[src/rtl/snake_grid_engine.sv]
// Snake body/grid engine: moves head, checks walls/self, grows on food, drives a registered 16x16 bitmap.
// Latency: tick at T -> CALC T+1, CHECK T+2, UPDATE T+3; new grid/head/length/ate visible at T+4.
// Backpressure: none; ticks while busy or dead are dropped, so ticks must be spaced at least 4 cycles apart.
//
// Ports:
//   clk, reset_n            clock, asynchronous active-low reset
//   tick, restart           game-step strobe; synchronous re-initialise (wins over tick)
//   dir                     requested heading: 00 up, 01 right, 10 down, 11 left
//   food_valid/row/col      food location, shown in grid and consumed on contact
//   grid[row][col]          registered snake bitmap OR food bit
//   head_row/head_col       current head cell
//   length                  segment count (PTR_W+1 bits, saturates at MAX_LEN)
//   ate                     one-cycle pulse when food is consumed
//   busy                    high while a step is in progress
//   game_over               sticky collision flag, cleared only by restart/reset
//
// Optional: define WRAP_WALLS_EN to make edge crossings wrap modulo 16 instead of ending the game.

module snake_grid_engine #(
    parameter int MAX_LEN = 64,
    parameter int PTR_W   = $clog2(MAX_LEN)
) (
    input  logic                  clk,
    input  logic                  reset_n,
    input  logic                  tick,
    input  logic                  restart,
    input  logic [1:0]            dir,
    input  logic                  food_valid,
    input  logic [3:0]            food_row,
    input  logic [3:0]            food_col,
    output logic [15:0][15:0]     grid,
    output logic [3:0]            head_row,
    output logic [3:0]            head_col,
    output logic [PTR_W:0]        length,
    output logic                  ate,
    output logic                  busy,
    output logic                  game_over
);

    typedef enum logic [2:0] {
        S_IDLE,
        S_CALC,
        S_CHECK,
        S_UPDATE,
        S_DEAD
    } state_t;

    localparam logic [PTR_W:0] LEN_MAX  = (PTR_W+1)'(MAX_LEN);
    localparam logic [PTR_W:0] LEN_INIT = (PTR_W+1)'(3);

    function automatic logic [15:0][15:0] init_grid();
        logic [15:0][15:0] g;
        g       = '0;
        g[8][6] = 1'b1;
        g[8][7] = 1'b1;
        g[8][8] = 1'b1;
        return g;
    endfunction

    state_t              state, state_nxt;
    logic [1:0]          heading;
    logic [1:0]          hdg_sel;
    logic [3:0]          nxt_row, nxt_col;
    logic [3:0]          calc_row, calc_col;
    logic                grow_q, eat_q;
    logic [PTR_W-1:0]    head_ptr, tail_ptr, head_ptr_inc;
    logic [3:0]          body_row [MAX_LEN];
    logic [3:0]          body_col [MAX_LEN];
    logic [3:0]          tail_row, tail_col;
    logic [15:0][15:0]   snake_grid, snake_grid_nxt;
    logic [15:0][15:0]   food_mask;
    logic                eat, grow, self_hit, collide;
`ifndef WRAP_WALLS_EN
    logic                edge_hit, calc_edge;
`endif

    assign busy      = (state == S_CALC) || (state == S_CHECK) || (state == S_UPDATE);
    assign game_over = (state == S_DEAD);

    assign head_ptr_inc = head_ptr + 1'b1;
    assign tail_row     = body_row[tail_ptr];
    assign tail_col     = body_col[tail_ptr];

    // A request for the exact reverse heading differs from it only in bit 1.
    assign hdg_sel = ((dir ^ heading) == 2'b10) ? heading : dir;

    // Next-head arithmetic is 4-bit, so it wraps on its own; the edge flag records the crossing.
    always_comb begin
        calc_row  = head_row;
        calc_col  = head_col;
`ifndef WRAP_WALLS_EN
        calc_edge = 1'b0;
`endif
        case (hdg_sel)
            2'b00: begin
                calc_row = head_row - 4'd1;
`ifndef WRAP_WALLS_EN
                calc_edge = (head_row == 4'd0);
`endif
            end
            2'b01: begin
                calc_col = head_col + 4'd1;
`ifndef WRAP_WALLS_EN
                calc_edge = (head_col == 4'd15);
`endif
            end
            2'b10: begin
                calc_row = head_row + 4'd1;
`ifndef WRAP_WALLS_EN
                calc_edge = (head_row == 4'd15);
`endif
            end
            default: begin
                calc_col = head_col - 4'd1;
`ifndef WRAP_WALLS_EN
                calc_edge = (head_col == 4'd0);
`endif
            end
        endcase
    end

    assign eat  = food_valid && (nxt_row == food_row) && (nxt_col == food_col);
    assign grow = eat && (length < LEN_MAX);
    // Moving onto the tail is legal when not growing: the tail leaves that cell in the same step.
    assign self_hit = snake_grid[nxt_row][nxt_col] &&
                      !((nxt_row == tail_row) && (nxt_col == tail_col) && !grow);
`ifdef WRAP_WALLS_EN
    assign collide = self_hit;
`else
    assign collide = self_hit || edge_hit;
`endif

    always_comb begin
        food_mask = '0;
        if (food_valid) begin
            food_mask[food_row][food_col] = 1'b1;
        end
    end

    // Tail clear is applied before head set so the head wins when it lands on the old tail.
    always_comb begin
        snake_grid_nxt = snake_grid;
        if (restart) begin
            snake_grid_nxt = init_grid();
        end else if (state == S_UPDATE) begin
            if (!grow_q) begin
                snake_grid_nxt[tail_row][tail_col] = 1'b0;
            end
            snake_grid_nxt[nxt_row][nxt_col] = 1'b1;
        end
    end

    always_comb begin
        state_nxt = state;
        if (restart) begin
            state_nxt = S_IDLE;
        end else begin
            case (state)
                S_IDLE:   if (tick) state_nxt = S_CALC;
                S_CALC:   state_nxt = S_CHECK;
                S_CHECK:  state_nxt = collide ? S_DEAD : S_UPDATE;
                S_UPDATE: state_nxt = S_IDLE;
                S_DEAD:   state_nxt = S_DEAD;
                default:  state_nxt = S_IDLE;
            endcase
        end
    end

    always_ff @(posedge clk or negedge reset_n) begin
        if (!reset_n) begin
            state <= S_IDLE;
        end else begin
            state <= state_nxt;
        end
    end

    always_ff @(posedge clk or negedge reset_n) begin
        if (!reset_n) begin
            snake_grid <= init_grid();
            grid       <= init_grid();
            heading    <= 2'b01;
            nxt_row    <= '0;
            nxt_col    <= '0;
`ifndef WRAP_WALLS_EN
            edge_hit   <= 1'b0;
`endif
            grow_q     <= 1'b0;
            eat_q      <= 1'b0;
            head_row   <= 4'd8;
            head_col   <= 4'd8;
            length     <= LEN_INIT;
            ate        <= 1'b0;
            head_ptr   <= PTR_W'(2);
            tail_ptr   <= '0;
            for (int i = 0; i < MAX_LEN; i++) begin
                body_row[i] <= 4'd8;
                body_col[i] <= (i < 3) ? 4'(6 + i) : 4'd0;
            end
        end else begin
            snake_grid <= snake_grid_nxt;
            grid       <= snake_grid_nxt | food_mask;
            ate        <= 1'b0;
            if (restart) begin
                heading  <= 2'b01;
                grow_q   <= 1'b0;
                eat_q    <= 1'b0;
                head_row <= 4'd8;
                head_col <= 4'd8;
                length   <= LEN_INIT;
                head_ptr <= PTR_W'(2);
                tail_ptr <= '0;
                for (int i = 0; i < 3; i++) begin
                    body_row[i] <= 4'd8;
                    body_col[i] <= 4'(6 + i);
                end
            end else begin
                case (state)
                    S_CALC: begin
                        heading  <= hdg_sel;
                        nxt_row  <= calc_row;
                        nxt_col  <= calc_col;
`ifndef WRAP_WALLS_EN
                        edge_hit <= calc_edge;
`endif
                    end
                    S_CHECK: begin
                        grow_q <= grow;
                        eat_q  <= eat;
                    end
                    S_UPDATE: begin
                        body_row[head_ptr_inc] <= nxt_row;
                        body_col[head_ptr_inc] <= nxt_col;
                        head_ptr <= head_ptr_inc;
                        head_row <= nxt_row;
                        head_col <= nxt_col;
                        ate      <= eat_q;
                        if (grow_q) begin
                            length <= length + 1'b1;
                        end else begin
                            tail_ptr <= tail_ptr + 1'b1;
                        end
                    end
                    default: ;
                endcase
            end
        end
    end

endmodule

[config.mk]
export PLATFORM = sky130hd
export DESIGN_NAME = snake_grid_engine
export DESIGN_NICKNAME = d
export VERILOG_FILES = /design/src/rtl/snake_grid_engine.sv
export SDC_FILE = /design/constraint.sdc
export NUM_CORES = 2
export LEC_CHECK = 0
export CORE_UTILIZATION = 50
export DETAILED_ROUTE_END_ITERATION = 10
export GPL_TIMING_DRIVEN = 1
export HOLD_SLACK_MARGIN = 0.05
export PLACE_DENSITY = 0.69
export SYNTH_ARGS = -nofsm -noshare
export SYNTH_HDL_FRONTEND = slang
export SYNTH_SLANG_ARGS = --single-unit
export TNS_END_PERCENT = 1
[constraint.sdc]
create_clock -name clk -period 4.35 [get_ports clk]
set_clock_uncertainty 0.2 [all_clocks]
set_input_delay 0.6525 -clock clk [delete_from_list [all_inputs] [get_ports clk]]
set_output_delay 0.6525 -clock clk [all_outputs]
set_load 0.05 [all_outputs]
==> results.md <==
- Vias per cell: 6.49
- Slew Viols, Final: 0
- Post-synth EDFFs: 0
- Clock insertion delay at the later pin of the skew report: 0.71 ns
- Hold EP: body_row[160]
- Cell variety after synth: 68
- CTS tree: yes
- CP Capture Type: flop
- Initial DRC Count: 4904
- FF-to-FF End: grid[109]
- Hold Crit Depth: 2
- Leak: 0.0255 uW
- Max-capacitance violation count: 0
- Yosys warns: 0
- Yosys reg bits: 1068
- Most used cell, CP: buf_4
- Top layer in use: met5
- Gr ovfl total: 0
- Layout cells sized above 1: 27.7%
- Reg2Reg Launch Point: tail_ptr[1]
- Core outline area: 0.0983 mm^2
- Met3 WL post-DR: 14.2 mm
- DR pass1 iterations: 8
- Setup TNS Final: 0 ns
- Worst Path Required: 4.75 ns
- PnR Total Power: 24100 uW
- Critical path class: flop to flop
- Type of the worst min-delay path: flop to flop
- Post-route cell area: 0.0591 mm^2
- Layout Nets: 4448
- Syn Std Cell Area: 0.0496 mm^2
- Final RePlAce weighted congestion: 0.980
- Placed Cells: 5594
- Cts bufs inserted: 110
- PwrDens: 408 mW/mm^2
- Slowest CP cell: dfrtp_4
- Hold Vio Cnt, Final: 0
- Maximum fanout along the worst path: 49
- Final non-filler cell total: 5804
- Max Fclk: 237 MHz
- Origin of the worst min-delay path: body_row[160]
- Avg Cell Area, Syn: 12.1 um^2
- Crit start category: flop
- Post-synthesis sequential area ratio: 54.1%
- Clock Path Buffers: 3
- Total Wirelength: 167 mm
- Post-route ant nets: 0
- Syn_nets: 4136
- Htree depth: 3
- Root buffer cell: clkbuf_16
- Layout area overhead: 19.2%
- Post-DP Area: 0.0552 mm^2
- Pin count of the biggest net entering global routing: 171
- WL/cell: 28.7 um
- CP arrival: 4.61 ns
- Met2 WL: 77.7 mm
- Vias in the first global route: 37400
- Final Cycle Share: 96.8%
- Clk sink count: 1068
- Die Height: 317 um
- R2R depth: 14
- # IOs: 289
- Run status: finished, final reports clean
- Actual slew at the worst max-slew pin: 1.33 ns
- GRT Total Usage: 33.3%
- Final setup vio count: 0
- Cells along the critical path: buf_12, buf_4, mux4_2, mux2i_1, a2111oi_2, and3_1, a311oi_2, buf_4, nor2_1, nand3_1, buf_12, o21ai_0, o221ai_1, buf_4
- Worst-path clk slew: 0.06 ns
- Vias post-DR: 37700
- Max-slew headroom: 10.9%
- Initial Utilization: 50.4%
- Die area: 0.100 mm^2
- I/O Buffers: 288
- Max VDD drop: 436 uV
- Final worst path period need: 4.21 ns
- Core Rows: 115
- Met1 WL: 61.4 mm
- Ys async rst share: 100%
- DP Wirelength: 113 mm
- First-pass GRT wire length: 247 mm
- Initial antenna violation count: 2
- RSZ-0062 raised after global routing: yes
- Register-to-register setup slack: 0.14 ns
- Ys flop type: dfrtp_1
- Mapped Cells: 4108
- Die X-Extent: 317 um
- DR DRC count: 0
- Largest stage delay on the critical path: 0.64 ns
==> metrics by stage <==
step                util [%]  hold WS, ns  setup slack, ns
floorplan                  -        0.157            0.804
global placement        56.1        0.260           -0.187
CTS                     60.1        0.258            0.189
finish                  60.1        0.279            0.138
detailed placement      56.1        0.270           -0.226
global route            60.1        0.301          -0.0214
==> registers in the layout (all words and copies together), names as in the netlist, 2 cells and up <==
signal and cells:
body_col 256, body_row 256, grid 256, head_col 4, head_ptr 6, head_row 4, heading 2, length 7
nxt_col 4, nxt_row 4, snake_grid 256, state 3, tail_ptr 6
==> cell families (layout without fill, tap and decap cells) <==
group	Yosys count	in the layout	synth area share, %
compound gates	919	919	11.8
fa+ha+maj	13	13	0.359
buf+inv	367	774	3.03
xor+xnor	42	42	0.742
mux	733	733	21.3
simple gates	966	966	8.63
flops	1068	1068	54.1
other cells	0	2	0
==> metal layers <==
layer | up-vias | GRT usage [%]
li1 | 15700 | -
met1 | 19100 | 42.3
met2 | 2315 | 52.2
met3 | 569 | 6.36
met4 | 4 | 22.3
met5 | - | 0
==> how the worst max path moves through the flow <==
stage | end | slack [ns] | startpoint | depth (start not counted)
4_1_cts | grid[109] | 0.19 | tail_ptr[1] | 14
3_5_place_dp | grid[109] | -0.23 | tail_ptr[1] | 14
6_report | grid[109] | 0.14 | tail_ptr[1] | 14
2_1_floorplan | state[2] | 0.80 | nxt_row[1] | 10
5_1_grt | grid[109] | -0.02 | tail_ptr[1] | 14
3_3_place_gp | grid[109] | -0.19 | tail_ptr[1] | 14
==> cells in the final DEF, fill, tap and decap left out, types with 36 or more instances in the layout <==
cell type / count
buf_4: 231
mux2_2: 477
nand2_1: 523
a21oi_1: 189
dfrtp_1: 976
clkdlybuf4s50_1: 286
nand3_1: 50
nor2b_1: 124
mux2i_1: 47
o21ai_0: 361
nor2_1: 153
mux4_2: 209
o221ai_1: 253
dfstp_2: 82
clkbuf_16: 113
buf_12: 36
==> final cells by class <==
cell class	count	area, um^2
antenna	2	5.00
clock buffer	171	3300
clock inverter	36	583
fill	7659	39200
inverter	11	41.3
multi-input combinational	2673	21300
sequential	1068	26900
tap	1287	1610
timing repair buffer	556	5360
==> where the power goes <==
part / switching (uW) / internal (uW)
clock network: 4070 / 6030
registers: 463 / 10100
logic: 2490 / 972
==> worst max-delay path: cells and delay by family, from the launching register on <==
family	cells	cell delay (ns)
compound gates	4	1.06
buf+inv	5	1.16
flops	1	0.64
mux	2	0.30
simple gates	3	0.73
==> timing repair <==
action / in CTS / in global routing
setup endpoints to repair: 89 / 1
buffers inserted: 0 / 0
hold buffers: 1 / 0
resized for setup: 2 / 0
endpoints found under the hold margin: 58 / 0
==> cells in the mapped netlist (4+ instances only) <==
master | n | area [um^2]
nand4_1 | 5 | 31.3
nor2_1 | 160 | 601
o211ai_1 | 5 | 37.5
nor4_1 | 8 | 50.1
nor2b_1 | 124 | 776
mux4_2 | 209 | 4710
a31oi_1 | 9 | 56.3
o21ai_0 | 361 | 1810
clkbuf_1 | 292 | 1100
nand2_1 | 523 | 1960
a221oi_1 | 4 | 35.0
nand3b_1 | 5 | 37.5
o31a_1 | 4 | 35.0
xnor2_1 | 35 | 307
nor3_1 | 19 | 95.1
or3_1 | 7 | 43.8
inv_1 | 11 | 41.3
dfstp_2 | 82 | 2150
nand3_1 | 50 | 250
a21oi_1 | 189 | 946
or2_2 | 4 | 25.0
o22ai_1 | 6 | 37.5
buf_6 | 8 | 90.1
o21ai_1 | 23 | 115
dfrtp_1 | 986 | 24700
xor2_1 | 7 | 61.3
o221ai_1 | 253 | 2220
mux2i_1 | 47 | 470
buf_2 | 25 | 125
mux2_2 | 477 | 5370
a211o_1 | 12 | 105
a22oi_1 | 13 | 97.6
nand2b_1 | 20 | 125
and3_1 | 14 | 87.6
ha_1 | 11 | 138
a22o_1 | 9 | 78.8
and2_1 | 18 | 113
buf_1 | 23 | 86.3
buf_4 | 5 | 37.5
(Power assumes the default switching activity.)
